<file path="src/rtl/axi_burst_pkg.sv">
// Shared types and AXI encodings for the capture-buffer burst writer.
package axi_burst_pkg;

    typedef enum logic [1:0] {
        S_IDLE,
        S_ADDR,
        S_DATA,
        S_RESP
    } state_e;

    localparam logic [1:0] AXI_BURST_INCR = 2'b01;
    localparam logic [1:0] AXI_RESP_OKAY  = 2'b00;

    function automatic logic [2:0] axi_size(input int data_width);
        return 3'($clog2(data_width / 8));
    endfunction

endpackage

</file>
<file path="src/rtl/frame_addr_gen.sv">
// Frame-buffer write pointer: steps one burst per acknowledged burst and
// folds back to the frame base at end of frame, flagging the wrap for one cycle.
module frame_addr_gen
    import axi_burst_pkg::*;
#(
    parameter int                    ADDR_WIDTH  = 32,
    parameter logic [ADDR_WIDTH-1:0] FRAME_BASE  = 'h1000_0000,
    parameter int                    FRAME_BYTES = 614400,
    parameter int                    BURST_BYTES = 128
) (
    input  logic                  clk_i,
    input  logic                  rst_i,
    input  logic                  advance_i,
    output logic [ADDR_WIDTH-1:0] addr_o,
    output logic                  wrap_o
);

    localparam logic [ADDR_WIDTH-1:0] FRAME_END = FRAME_BASE + ADDR_WIDTH'(FRAME_BYTES);

    logic [ADDR_WIDTH-1:0] addr_q, addr_d, addr_inc;
    logic                  wrap_q, wrap_d;

    // Exact-equality wrap: an aligned frame lands precisely on FRAME_END.
    always_comb begin
        addr_inc = addr_q + ADDR_WIDTH'(BURST_BYTES);
        addr_d   = addr_q;
        wrap_d   = 1'b0;
        if (advance_i) begin
            if (addr_inc == FRAME_END) begin
                addr_d = FRAME_BASE;
                wrap_d = 1'b1;
            end else begin
                addr_d = addr_inc;
            end
        end
    end

    always_ff @(posedge clk_i or posedge rst_i) begin
        if (rst_i) begin
            addr_q <= FRAME_BASE;
            wrap_q <= 1'b0;
        end else begin
            addr_q <= addr_d;
            wrap_q <= wrap_d;
        end
    end

    assign addr_o = addr_q;
    assign wrap_o = wrap_q;

endmodule

</file>
<file path="src/rtl/axi_burst_writer.sv">
// Drains the capture FIFO (FWFT read side) into fixed-length AXI4 INCR
// write bursts, walking a single frame buffer in DDR.
module axi_burst_writer
    import axi_burst_pkg::*;
#(
    parameter int                    DATA_WIDTH  = 64,
    parameter int                    ADDR_WIDTH  = 32,
    parameter int                    CNT_WIDTH   = 9,
    parameter int                    BURST_LEN   = 16,
    parameter logic [ADDR_WIDTH-1:0] FRAME_BASE  = 'h1000_0000,
    parameter int                    FRAME_BYTES = 614400
) (
    input  logic                    clk_100Mhz,
    input  logic                    rst,
    input  logic                    enable,
    input  logic [DATA_WIDTH-1:0]   fifo_dout,
    input  logic                    fifo_empty,
    input  logic [CNT_WIDTH-1:0]    fifo_rd_data_count,
    output logic                    fifo_rd_en,
    output logic [ADDR_WIDTH-1:0]   m_axi_awaddr,
    output logic [7:0]              m_axi_awlen,
    output logic [2:0]              m_axi_awsize,
    output logic [1:0]              m_axi_awburst,
    output logic                    m_axi_awvalid,
    input  logic                    m_axi_awready,
    output logic [DATA_WIDTH-1:0]   m_axi_wdata,
    output logic [DATA_WIDTH/8-1:0] m_axi_wstrb,
    output logic                    m_axi_wlast,
    output logic                    m_axi_wvalid,
    input  logic                    m_axi_wready,
    input  logic [1:0]              m_axi_bresp,
    input  logic                    m_axi_bvalid,
    output logic                    m_axi_bready,
    output logic                    busy,
    output logic                    frame_done,
    output logic                    err
);

    localparam int BURST_BYTES = BURST_LEN * DATA_WIDTH / 8;

    state_e     state_q, state_d;
    logic [7:0] beat_q, beat_d;
    logic       err_q, err_d;
    logic       advance, w_hs, last_beat;

    assign last_beat = (beat_q == 8'(BURST_LEN - 1));
    assign w_hs      = m_axi_wvalid & m_axi_wready;

    // The launch test uses the synchronised count, which only ever under-reports.
    always_comb begin
        state_d = state_q;
        beat_d  = beat_q;
        err_d   = err_q;
        advance = 1'b0;
        case (state_q)
            S_IDLE: if (enable && fifo_rd_data_count >= CNT_WIDTH'(BURST_LEN)) state_d = S_ADDR;
            S_ADDR: if (m_axi_awready) state_d = S_DATA;
            S_DATA: begin
                if (w_hs) begin
                    if (last_beat) begin
                        beat_d  = '0;
                        state_d = S_RESP;
                    end else begin
                        beat_d = beat_q + 8'd1;
                    end
                end
            end
            S_RESP: begin
                if (m_axi_bvalid) begin
                    advance = 1'b1;
                    if (m_axi_bresp != AXI_RESP_OKAY) err_d = 1'b1;
                    state_d = S_IDLE;
                end
            end
            default: state_d = S_IDLE;
        endcase
    end

    always_ff @(posedge clk_100Mhz or posedge rst) begin
        if (rst) begin
            state_q <= S_IDLE;
            beat_q  <= '0;
            err_q   <= 1'b0;
        end else begin
            state_q <= state_d;
            beat_q  <= beat_d;
            err_q   <= err_d;
        end
    end

    frame_addr_gen #(
        .ADDR_WIDTH (ADDR_WIDTH),
        .FRAME_BASE (FRAME_BASE),
        .FRAME_BYTES(FRAME_BYTES),
        .BURST_BYTES(BURST_BYTES)
    ) u_addr (
        .clk_i    (clk_100Mhz),
        .rst_i    (rst),
        .advance_i(advance),
        .addr_o   (m_axi_awaddr),
        .wrap_o   (frame_done)
    );

    // Channel strobes decode straight from the state register, so awvalid
    // and bready are registered and never depend on the slave's ready.
    assign m_axi_awvalid = (state_q == S_ADDR);
    assign m_axi_awlen   = 8'(BURST_LEN - 1);
    assign m_axi_awsize  = axi_size(DATA_WIDTH);
    assign m_axi_awburst = AXI_BURST_INCR;
    assign m_axi_wvalid  = (state_q == S_DATA) & ~fifo_empty;
    assign m_axi_wdata   = fifo_dout;
    assign m_axi_wstrb   = '1;
    assign m_axi_wlast   = (state_q == S_DATA) & last_beat;
    assign m_axi_bready  = (state_q == S_RESP);
    assign fifo_rd_en    = w_hs;
    assign busy          = (state_q != S_IDLE);
    assign err           = err_q;

endmodule
</file>
<file path="config.mk">
export PLATFORM = sky130hd
export DESIGN_NAME = axi_burst_writer
export DESIGN_NICKNAME = d
export VERILOG_FILES = /design/src/rtl/axi_burst_pkg.sv /design/src/rtl/frame_addr_gen.sv /design/src/rtl/axi_burst_writer.sv
export SDC_FILE = /design/constraint.sdc
export NUM_CORES = 1
export LEC_CHECK = 0
export ABC_CLOCK_PERIOD_IN_PS = 3800
export CORE_MARGIN = 2
export CORE_UTILIZATION = 38
export DETAILED_ROUTE_END_ITERATION = 8
export PLACE_DENSITY = 0.95
export REMOVE_ABC_BUFFERS = 1
export SYNTH_ARGS = -nofsm -noshare
export SYNTH_HDL_FRONTEND = slang
export SYNTH_SLANG_ARGS = --single-unit
</file>
<file path="constraint.sdc">
create_clock -name clk_100Mhz -period 3.8 [get_ports clk_100Mhz]
set_clock_uncertainty 0.15 [all_clocks]
set_input_delay 0.76 -clock clk_100Mhz [delete_from_list [all_inputs] [get_ports clk_100Mhz]]
set_output_delay 0.76 -clock clk_100Mhz [all_outputs]
set_load 0.05 [all_outputs]
</file>
Yosys cells after proc, flatten, opt, wreduce, memory -nomap -nowiden
Index checks and enable logic that the tools add are counted.
- add/sub/neg operators: 2
- equal/unequal tests: 10
- multiplexer cells: 12
- bitwise gates (word level): 4
- $lt $le $gt $ge: 1
- reductions and logical operators: 7
- operator list (operator ; count):
    adder 32 x 8 -> 32 bit, second input constant ; 1
    == test 32 x 29 -> 1 bit, second input constant ; 1
    two-way mux 32 bit ; 1
    two-way mux 2 bit ; 5
    >= comparator 9 x 5 -> 1 bit, second input constant ; 1
    adder 8 x 1 -> 8 bit, second input constant ; 1
    == test 8 x 4 -> 1 bit, second input constant ; 1
    two-way mux 8 bit ; 1
    != test 2 bit, second input constant ; 4
    case mux 2 bit (4 select lines) ; 1
    AND reduction 5 bit ; 1
    == test 2 bit, second input constant ; 2
    two-way mux 1 bit ; 4
    nonzero test 2 bit ; 2
    AND 1 bit ; 3
    AND reduction 3 bit ; 1
    == test 2 x 1 -> 1 bit, second input constant ; 1
    zero test 2 bit ; 1
    != test 2 x 1 -> 1 bit, second input constant ; 1
    AND reduction 2 bit ; 1
    logical AND 1 bit ; 1
    inverter 1 bit ; 1
- word-level logic and storage cells: 41
- output and inout port bits: 125
- register bits after elaboration: 44

Logic depth before layout (Yosys ltp)
Gate-level depths: netlist of run 1.
- word-level depth: 5
- gate-level depth with buffers: 9

Modules after synthesis
Synthesis of run 1 repeated with hierarchy kept, for this count alone.
- cells, all modules: 344
- area total of the unflattened synthesis: 3012.9 sq um
- by module, submodules not included (module ; cells each ; area an instance (sq um) ; seq. area each (sq um) ; instances):
    frame_addr_gen ; 191 ; 1726.7 ; 651.9 ; 1
    axi_burst_writer ; 153 ; 1286.2 ; 275.3 ; 1

Worst setup path after synthesis of run 1
No wires, ideal clock.
- path type: input to output
- start: in fifo_empty
- end: out fifo_rd_en
- stages on the path: 3
- arrival: 2210 ps
- setup slack: 680 ps
- data required time: 2890 ps
- cell sequence: nor2b_1 > nand2_1 > inv_1
- longest elaborated chain between the ends: 3
- ends and longest elaborated chain (item ; line ; RTL):
    start: declaration ; axi_burst_writer.sv:17 ; input logic fifo_empty,
    inverter 1 bit ; axi_burst_writer.sv:110 ; assign m_axi_wvalid = (state_q == S_DATA) & ~fifo_empty;
    AND 1 bit ; axi_burst_writer.sv:110 ;
    AND 1 bit ; axi_burst_writer.sv:47 ; assign w_hs = m_axi_wvalid & m_axi_wready;
    end: declaration ; axi_burst_writer.sv:19 ; output logic fifo_rd_en,
No other way between the ends.

Worst setup path after layout of run 1
- start: reg beat_q[4]
- end: out m_axi_wlast
- longest elaborated chain between the ends: 2
- ends and longest elaborated chain (item ; line ; RTL):
    start: declaration ; axi_burst_writer.sv:42 ; logic [7:0] beat_q, beat_d;
    start signal: assignment ; axi_burst_writer.sv:86 ; beat_q <= beat_d;
    == test 8 x 4 -> 1 bit ; axi_burst_writer.sv:46 ; assign last_beat = (beat_q == 8'(BURST_LEN - 1));
    AND 1 bit ; axi_burst_writer.sv:113 ; assign m_axi_wlast = (state_q == S_DATA) & last_beat;
    end: declaration ; axi_burst_writer.sv:28 ; output logic m_axi_wlast,
No other way between the ends.

==> PnR_summary.wiki, run 1 <==
{| class="wikitable"
! Metric !! Value
|-
| Status || finished, final reports clean
|-
| Maximum ir drop on the vdd rail || 268 uV
|-
| Crit Path Category || reg2out
|-
| Number of register bits inferred by synthesis || 37
|-
| Final count of negative-setup-slack endpoints || 0
|-
| Longest individual stage delay on the worst path || around 0.8 ns
|-
| Count of port buffers added during placement || 46
|-
| Origin of the critical flop-to-flop path || u_addr.addr_o[7]
|-
| Floorplan core area || around 7300 um2
|-
| Cell count after placement || 393
|-
| Initial core utilization || 39.5%
|-
| Worst R2R Setup Slack || 1.02 ns
|-
| Sort of element at the start of the critical path || register
|-
| Portion of the clock cycle consumed by the worst path in the final layout || between 80% and 90%
|-
| Number of unique standard cell types used by synthesis || 48
|-
| Number of synthesized flops with an enable pin || 0
|-
| Library cell used as clock root buffer || sky130_fd_sc_hd__clkbuf_8
|-
| Sinks on the clock net || 37
|-
| Routed via count || 2050
|-
| Number of cells on the worst hold path || 1
|-
| Max stage delay cell, worst path || sky130_fd_sc_hd__clkdlybuf4s50_1
|-
| Number of DRC markers in iteration 0 || roughly 180
|-
| Cell accounting for the most synthesized area || sky130_fd_sc_hd__dfrtp_1
|-
| Depth of the CTS H-tree || 2
|-
| Average detailed-routed wire length per instance || about 28 um
|-
| Critical path endpoint category || primary output
|-
| Share of cells above drive strength 1 || between 6 and 7%
|-
| Worst-case headroom to the max-slew limit || a little under three fifths
|-
| Gate count after technology mapping || around 320
|-
| Number of search-and-repair iterations in the first detailed-routing pass || 4
|-
| Number of failing hold endpoints at the final stage || 0
|-
| Sum Neg Setup Slack || 0 ns
|-
| Worst-case clock buffer depth || 2
|-
| RSZ-0062 raised after global routing || false
|-
| Terminus of the critical flop-to-flop path || u_addr.addr_o[19]
|-
| Most numerous cell types in the synthesized netlist || sky130_fd_sc_hd__buf_4, sky130_fd_sc_hd__dfrtp_1, sky130_fd_sc_hd__nand2_1, sky130_fd_sc_hd__nand3_1, sky130_fd_sc_hd__xnor2_1
|-
| Lkg Pwr || roughly 1.3 nW
|-
| Number of antenna violations at the first check in global routing || 0
|-
| Crit path max-delay family || simple AND/OR/NAND/NOR gates
|-
| Maximum frequency from static timing analysis || approximately 310 MHz
|-
| Least-Margin Pin Slew || roughly 0.65 ns
|-
| Final cell area excluding filler cells || ~2900 um2
|-
| CTS Hold Buffers Added || 0
|-
| Average via count per standard cell || a little over 5
|-
| Post-synthesis instance area || 2860 um2
|-
| Number of global-route vias before repair || 1917
|-
| Clock input transition at the sequential cells of the worst setup and hold paths || about 0.070 ns
|-
| Critical Path Fanout Max || 5
|-
| Shortest clock period the worst path allows after layout || 3.23 ns
|-
| Number of antenna cells inserted || 0
|-
| Startpoint of the worst hold path || beat_q[7]
|-
| Buf/Inv on CP || 1
|-
| Max-slew violation count || 0
|-
| Total wire length || about 11 mm
|-
| Main synth FF type || sky130_fd_sc_hd__dfrtp_1
|-
| Arrival time of data at the critical path endpoint || roughly 2.3 ns
|-
| Most frequent cell after synthesis || sky130_fd_sc_hd__buf_4
|-
| Cells along the critical path || nor4_1 > and4_1 > and2_1 > clkdlybuf4s50_1
|-
| Number of buffers added by the clock tree synthesis step || 5
|-
| Maximum number of pins on one net before global-route repair || 38
|-
| DRC viols || 0
|-
| Number of antenna-violating nets in the routed design || 0
|-
| First-pass GRT wire length || between 10 and 15 mm
|-
| Total cell area at the placement stage || between 2000 and 3000 um2
|-
| Power per cell area || between 400 and 500 nW/um2
|-
| CTS resizes || 0
|-
| Max Cap Viol || 0
|-
| Hold Path Sink || beat_q[7]
|-
| TritonCTS clock tree || yes
|-
| Number of buffers inserted by post-CTS setup repair || 0
|-
| Worst Reg2Reg Path Length in Cells || 7
|-
| Row count || 31
|-
| Worst hold slack after final layout || 0.323 ns
|-
| Syn-to-layout area delta || 1.79%
|-
| Die height || around 90 um
|-
| HPWL reported at the end of detailed placement || 9.57 mm
|-
| Share of async-settable or async-resettable flops after synthesis || 100%
|-
| Top area cells in the synthesized netlist || sky130_fd_sc_hd__dfrtp_1, sky130_fd_sc_hd__buf_4, sky130_fd_sc_hd__xnor2_1
|-
| Gr ovfl total || 0
|-
| Worst hold-check path type || reg2reg
|-
| Required arrival time at the worst endpoint || between 2 and 3 ns
|-
| Share of synthesized area occupied by flip-flops and latches || between 30% and 40%
|-
| Io pins || 207
|-
| Share of the synthesized area in the top cell type || 31.5%
|-
| Number of warnings issued by yosys || 0
|-
| Count of nets after finishing || a little under 400
|-
| Combined global-route utilization of all metal layers || a little over a quarter
|-
| RD Place Congestion || 0.881
|-
| Width of the chip || 90.8 um
|-
| Cell Count, Final, Fillers Out || approximately 400
|-
| Area of the die || approximately 8000 um2
|-
| Avg Inst Size Synth || between 8 and 9 um2
|-
| Clock latency reported for the late side of the worst-skew pair || approximately 0.28 ns
|}
metrics by stage:
| step | power (mW) | setup WS (ns) | util, % |
|---|---|---|---|
| 4_1_cts | 1.39 | 0.546 | 40.2 |
| 3_5_place_dp | 1.09 | 0.708 | 38.8 |
| 5_1_grt | 1.46 | 0.468 | 40.2 |
| 2_1_floorplan | 0.915 | 0.680 | - |
| 6_report | 1.38 | 0.568 | 40.2 |
| 3_3_place_gp | 1.06 | 0.673 | 38.8 |
cell families (layout without fill, tap and decap cells):
kind of cell | count (synthesis) | after routing | share of synthesized area, %
buffers and inverters | 112 | 64 | 26.9
and+or+nand+nor | 100 | 100 | 19.1
DFF | 37 | 37 | 32.4
AOI/OAI and AO/OA | 34 | 34 | 8.40
xor gates and xnor gates | 31 | 31 | 9.49
adders and majority gates | 7 | 7 | 3.06
other | 2 | 28 | 0.262
muxes | 1 | 1 | 0.394
state kept, by name (all words and copies together) (netlist names):
register	cells
u_addr.addr_o	25
u_addr.wrap_o	1
err	1
beat_q	8
state_q	2
final cells by class:
cell class,instances,area (um2)
Multi-Input combinational cell,201,1260
Clock buffer,7,96.3
Tap cell,99,124
Sequential cell,37,927
Inverter,9,33.8
Clock inverter,1,5.00
Timing Repair Buffer,47,465
Fill cell,715,4340
worst reg2reg max path: cells and delay by family (launching register included):
kind	cells	cell delay [ns]
AO/OA/AOI/OAI	2	0.58
adder cells (fa/ha/maj)	1	0.26
flip-flops	1	0.47
AND/OR/NAND/NOR	4	1.20
cell usage in the layout, fill, tap and decap left out, types with 2 or more instances in the layout:
| cell type | count |
|---|---|
| sky130_fd_sc_hd__a21o_1 | 5 |
| sky130_fd_sc_hd__a221o_1 | 2 |
| sky130_fd_sc_hd__a31o_2 | 2 |
| sky130_fd_sc_hd__a31oi_1 | 2 |
| sky130_fd_sc_hd__and2_1 | 3 |
| sky130_fd_sc_hd__and3_1 | 6 |
| sky130_fd_sc_hd__and4_1 | 3 |
| sky130_fd_sc_hd__buf_4 | 2 |
| sky130_fd_sc_hd__clkbuf_8 | 7 |
| sky130_fd_sc_hd__clkdlybuf4s50_1 | 45 |
| sky130_fd_sc_hd__conb_1 | 28 |
| sky130_fd_sc_hd__dfrtp_1 | 36 |
| sky130_fd_sc_hd__ha_1 | 7 |
| sky130_fd_sc_hd__inv_1 | 9 |
| sky130_fd_sc_hd__nand2_1 | 22 |
| sky130_fd_sc_hd__nand3_1 | 18 |
| sky130_fd_sc_hd__nand4_1 | 5 |
| sky130_fd_sc_hd__nor2_1 | 13 |
| sky130_fd_sc_hd__nor2b_1 | 3 |
| sky130_fd_sc_hd__nor3_1 | 13 |
| sky130_fd_sc_hd__nor4_1 | 3 |
| sky130_fd_sc_hd__o211ai_1 | 2 |
| sky130_fd_sc_hd__o21ai_0 | 9 |
| sky130_fd_sc_hd__o31ai_1 | 2 |
| sky130_fd_sc_hd__or4_1 | 2 |
| sky130_fd_sc_hd__xnor2_1 | 18 |
| sky130_fd_sc_hd__xor2_1 | 13 |
power breakdown:
part	switching [mW]	internal, mW
clock network	0.140	0.164
logic	0.383	0.175
registers	0.0764	0.446
worst max-delay path by stage:
| stage | slack [ns] | start | to | cells past startpoint |
|---|---|---|---|---|
| after floorplan | 0.68 | fifo_empty | fifo_rd_en | 3 |
| after global placement | 0.67 | fifo_empty | m_axi_wvalid | 3 |
| after detailed placement | 0.71 | fifo_empty | m_axi_wvalid | 3 |
| after CTS | 0.55 | beat_q[4] | m_axi_wlast | 4 |
| after global routing | 0.47 | beat_q[4] | m_axi_wlast | 4 |
| final | 0.57 | beat_q[4] | m_axi_wlast | 4 |
metal layers:
metal,track usage (%),vias up,share of wire (%)
li1,-,928,-
met1,16.8,920,23
met2,41.9,184,46
met3,35.9,16,29
met4,7.83,2,2.4
met5,5.13,-,0.51
(Power assumes the default switching activity.)
==> inputs of run 2 (changes only) <==
--- a/config.mk
+++ b/config.mk
@@ -10,6 +10,7 @@
 export CORE_UTILIZATION = 38
 export DETAILED_ROUTE_END_ITERATION = 8
 export PLACE_DENSITY = 0.95
+export RECOVER_POWER = 100
 export REMOVE_ABC_BUFFERS = 1
 export SYNTH_ARGS = -nofsm -noshare
 export SYNTH_HDL_FRONTEND = slang
==> run 2 against run 1 <==
The flow now finishes with violations (max-capacitance violations, max-slew violations). Worst hold slack hardly changed. Global-route usage stayed put. Design area is 0.39% lower. Combinational power is 3% lower. Largest power group unchanged.
==> PnR_summary.wiki, run 2 (synthesized netlist as in run 1, its figures left out) <==
{| class="wikitable"
! Metric !! Value
|-
| Status || finished with violations
|-
| Violations in the final reports || max-capacitance violations, max-slew violations
|-
| Initial core utilization || 39.5% (unchanged)
|-
| Worst Reg2Reg Path Length in Cells || 7 (unchanged)
|-
| Arrival time of data at the critical path endpoint || 2.39 ns (+0.07 ns)
|-
| Crit path max-delay family || buffers and inverters
|-
| Average detailed-routed wire length per instance || 27.8 um (+0.48%)
|-
| Floorplan core area || 7250 um2 (unchanged)
|-
| Average via count per standard cell || 5.21 (+1.9%)
|-
| Sequential Power Share || 38.2% (+0.4 points)
|-
| Worst R2R Setup Slack || 0.95 ns (-0.07 ns)
|-
| Share of cells above drive strength 1 || 5.30% (-0.99 points)
|-
| Terminus of the critical flop-to-flop path || u_addr.addr_o[19]
|-
| Number of buffers inserted by post-CTS setup repair || 0 (unchanged)
|-
| Shortest clock period the worst path allows after layout || 3.30 ns (+0.0681 ns)
|-
| Crit Path Category || reg2out
|-
| Number of failing hold endpoints at the final stage || 0 (unchanged)
|-
| Max stage delay cell, worst path || sky130_fd_sc_hd__dlygate4sd3_1
|-
| Sinks on the clock net || 37 (unchanged)
|-
| Maximum number of pins on one net before global-route repair || 38 (unchanged)
|-
| TritonCTS clock tree || yes
|-
| Critical path endpoint category || primary output
|-
| Count of nets after finishing || 390 (unchanged)
|-
| Required arrival time at the worst endpoint || 2.89 ns (about the same)
|-
| Number of filler instances in the final layout || 718 (+0.42%)
|-
| HPWL reported at the end of detailed placement || 9.57 mm (unchanged)
|-
| Switching share of power || 43.9% (+0.57 points)
|-
| Buf/Inv on CP || 1 (unchanged)
|-
| Routed via count || 2088 (+1.9%)
|-
| Lkg Pwr || 1.36 nW (+5.9%)
|-
| Worst-case clock buffer depth || 2 (unchanged)
|-
| Maximum frequency from static timing analysis || 303 MHz (-2.1%)
|-
| Sum Neg Setup Slack || 0 ns (unchanged)
|-
| Sort of element at the start of the critical path || register
|-
| Library cell used as clock root buffer || sky130_fd_sc_hd__clkbuf_8
|-
| Switching Power || 0.600 mW (about the same)
|-
| Area of the die || 8240 um2 (unchanged)
|-
| CTS resizes || 0 (unchanged)
|-
| Global-route met2 utilization || 41.9% (unchanged)
|-
| Clock latency reported for the late side of the worst-skew pair || 0.29 ns (about the same)
|-
| Die height || 90.8 um (unchanged)
|-
| Max Cap Viol || 1 (+1)
|-
| Gr ovfl total || 0 (unchanged)
|-
| Depth of the CTS H-tree || 2 (unchanged)
|-
| Area occupied by multi-input gates || 1260 um2 (-0.30%)
|-
| Reg area || 927 um2 (unchanged)
|-
| Least-Margin Pin Slew || 2.01 ns (+1.36 ns)
|-
| Number of antenna violations at the first check in global routing || 0 (unchanged)
|-
| Longest individual stage delay on the worst path || 0.87 ns (+0.07 ns)
|-
| Number of DRC markers in iteration 0 || 175 (-4.9%)
|-
| Number of antenna-violating nets in the routed design || 0 (unchanged)
|-
| Hold Path Sink || beat_q[7]
|-
| DRC viols || 0 (unchanged)
|-
| Clock input transition at the sequential cells of the worst setup and hold paths || 0.07 ns (about the same)
|-
| Number of antenna cells inserted || 0 (unchanged)
|-
| Number of global-route vias before repair || 1917 (unchanged)
|-
| Power per cell area || 471 nW/um2 (-0.87%)
|-
| Portion of the clock cycle consumed by the worst path in the final layout || 86.8% (+1.8 points)
|-
| Io pins || 207 (unchanged)
|-
| Worst-case headroom to the max-slew limit || -33.8% (-90 points)
|-
| Worst hold-check path type || reg2reg
|-
| Commonest cells after routing, fill and taps aside || sky130_fd_sc_hd__dfrtp_1, sky130_fd_sc_hd__dlygate4sd3_1, sky130_fd_sc_hd__conb_1
|-
| Row count || 31 (unchanged)
|-
| Combined global-route utilization of all metal layers || 26.4% (unchanged)
|-
| Number of search-and-repair iterations in the first detailed-routing pass || 4 (unchanged)
|-
| Total wire length || 11.1 mm (+0.48%)
|-
| Flip-flop count of the largest register, all copies and words added || 25 (unchanged)
|-
| Fraction of power consumed by the clock network || 22.4% (+0.4 points)
|-
| RSZ-0062 raised after global routing || false
|-
| GRT met3 Usage || 35.9% (unchanged)
|-
| Origin of the critical flop-to-flop path || u_addr.addr_o[7]
|-
| Met1 track demand over resource in global routing || 16.8% (unchanged)
|-
| Count of port buffers added during placement || 46 (unchanged)
|-
| First-pass GRT wire length || 15.0 mm (unchanged)
|-
| Routing layer with the top usage in global route || met2
|-
| Syn-to-layout area delta || 1.40%
|-
| Max-slew violation count || 38 (+38)
|-
| RD Place Congestion || 0.881 (unchanged)
|-
| Fraction of power consumed by combinational cells || 39.4% (-0.9 points)
|-
| Final count of negative-setup-slack endpoints || 0 (unchanged)
|-
| Internal Pwr Total || 0.768 mW (-2.3%)
|-
| Critical Path Fanout Max || 5 (unchanged)
|-
| Number of buffers added by the clock tree synthesis step || 5 (unchanged)
|-
| Number of cells on the worst hold path || 1 (unchanged)
|-
| CTS Hold Buffers Added || 0 (unchanged)
|-
| Cells along the critical path || nor4_1 > and4_1 > and2_1 > dlygate4sd3_1
|-
| Cell count after placement || 393 (unchanged)
|-
| Width of the chip || 90.8 um (unchanged)
|-
| Maximum ir drop on the vdd rail || 264 uV (-1.4%)
|-
| Most frequent standard cell in the layout excluding fill and tap cells || sky130_fd_sc_hd__dfrtp_1
|-
| Startpoint of the worst hold path || beat_q[7]
|-
| Cell Count, Final, Fillers Out || 401 (unchanged)
|}
[run 2: cell types whose count changed in the layout (fill, tap and decap cells not counted)]
| cell | previous run | this run |
|---|---|---|
| sky130_fd_sc_hd__dlygate4sd3_1 | 0 | 34 |
| sky130_fd_sc_hd__clkbuf_1 | 0 | 2 |
| sky130_fd_sc_hd__or4_1 | 2 | 3 |
| sky130_fd_sc_hd__clkdlybuf4s50_1 | 45 | 11 |
| sky130_fd_sc_hd__or4_4 | 1 | 0 |
| sky130_fd_sc_hd__buf_4 | 2 | 0 |
[run 2: cell type report]
type	instances	share of cell area, %
timing repair buffer	47	15.8
tap	99	4.27
inverter	9	1.16
clock buffer	7	3.32
multi-input combinational	201	43.3
clock inverter	1	0.172
sequential	37	32.0
[run 2: metal layers]
metal | wire length [um] | part of all wire [%]
met2 | 5110 | 46
met3 | 3210 | 29
met5 | 57 | 0.51
met4 | 284 | 2.6
met1 | 2470 | 22
[run 2: worst max-delay path by stage]
| stage | start | endpoint | slack (ns) | depth (start not counted) |
|---|---|---|---|---|
| global route | rst | u_addr.addr_o[27] | 0.40 | 3 |
| detailed placement | fifo_empty | m_axi_wvalid | 0.71 | 3 |
| finish | beat_q[4] | m_axi_wlast | 0.50 | 4 |
| CTS | beat_q[4] | m_axi_wlast | 0.55 | 4 |
| floorplan | fifo_empty | fifo_rd_en | 0.68 | 3 |
| global placement | fifo_empty | m_axi_wvalid | 0.67 | 3 |
[run 2: power by group through the flow]
stage               Combinational [mW]  Clock (mW)  Sequential, mW
detailed placement               0.557           0           0.528
finish                           0.539       0.307           0.522
floorplan                        0.316           0           0.599
CTS                              0.558       0.312           0.521
global placement                 0.540           0           0.524
global route                     0.576       0.333           0.529
[run 2: through the flow]
| stage | total power, mW | setup WS (ns) | util, % | area, um2 | hold slack, ns |
|---|---|---|---|---|---|
| after floorplan | 0.915 | 0.680 | - | 2220 | 0.296 |
| after global placement | 1.06 | 0.673 | 38.8 | 2810 | 0.312 |
| after detailed placement | 1.09 | 0.708 | 38.8 | 2810 | 0.312 |
| after CTS | 1.39 | 0.546 | 40.2 | 2910 | 0.328 |
| after global routing | 1.44 | 0.402 | 40.0 | 2900 | 0.337 |
| final | 1.37 | 0.500 | 40.0 | 2900 | 0.323 |
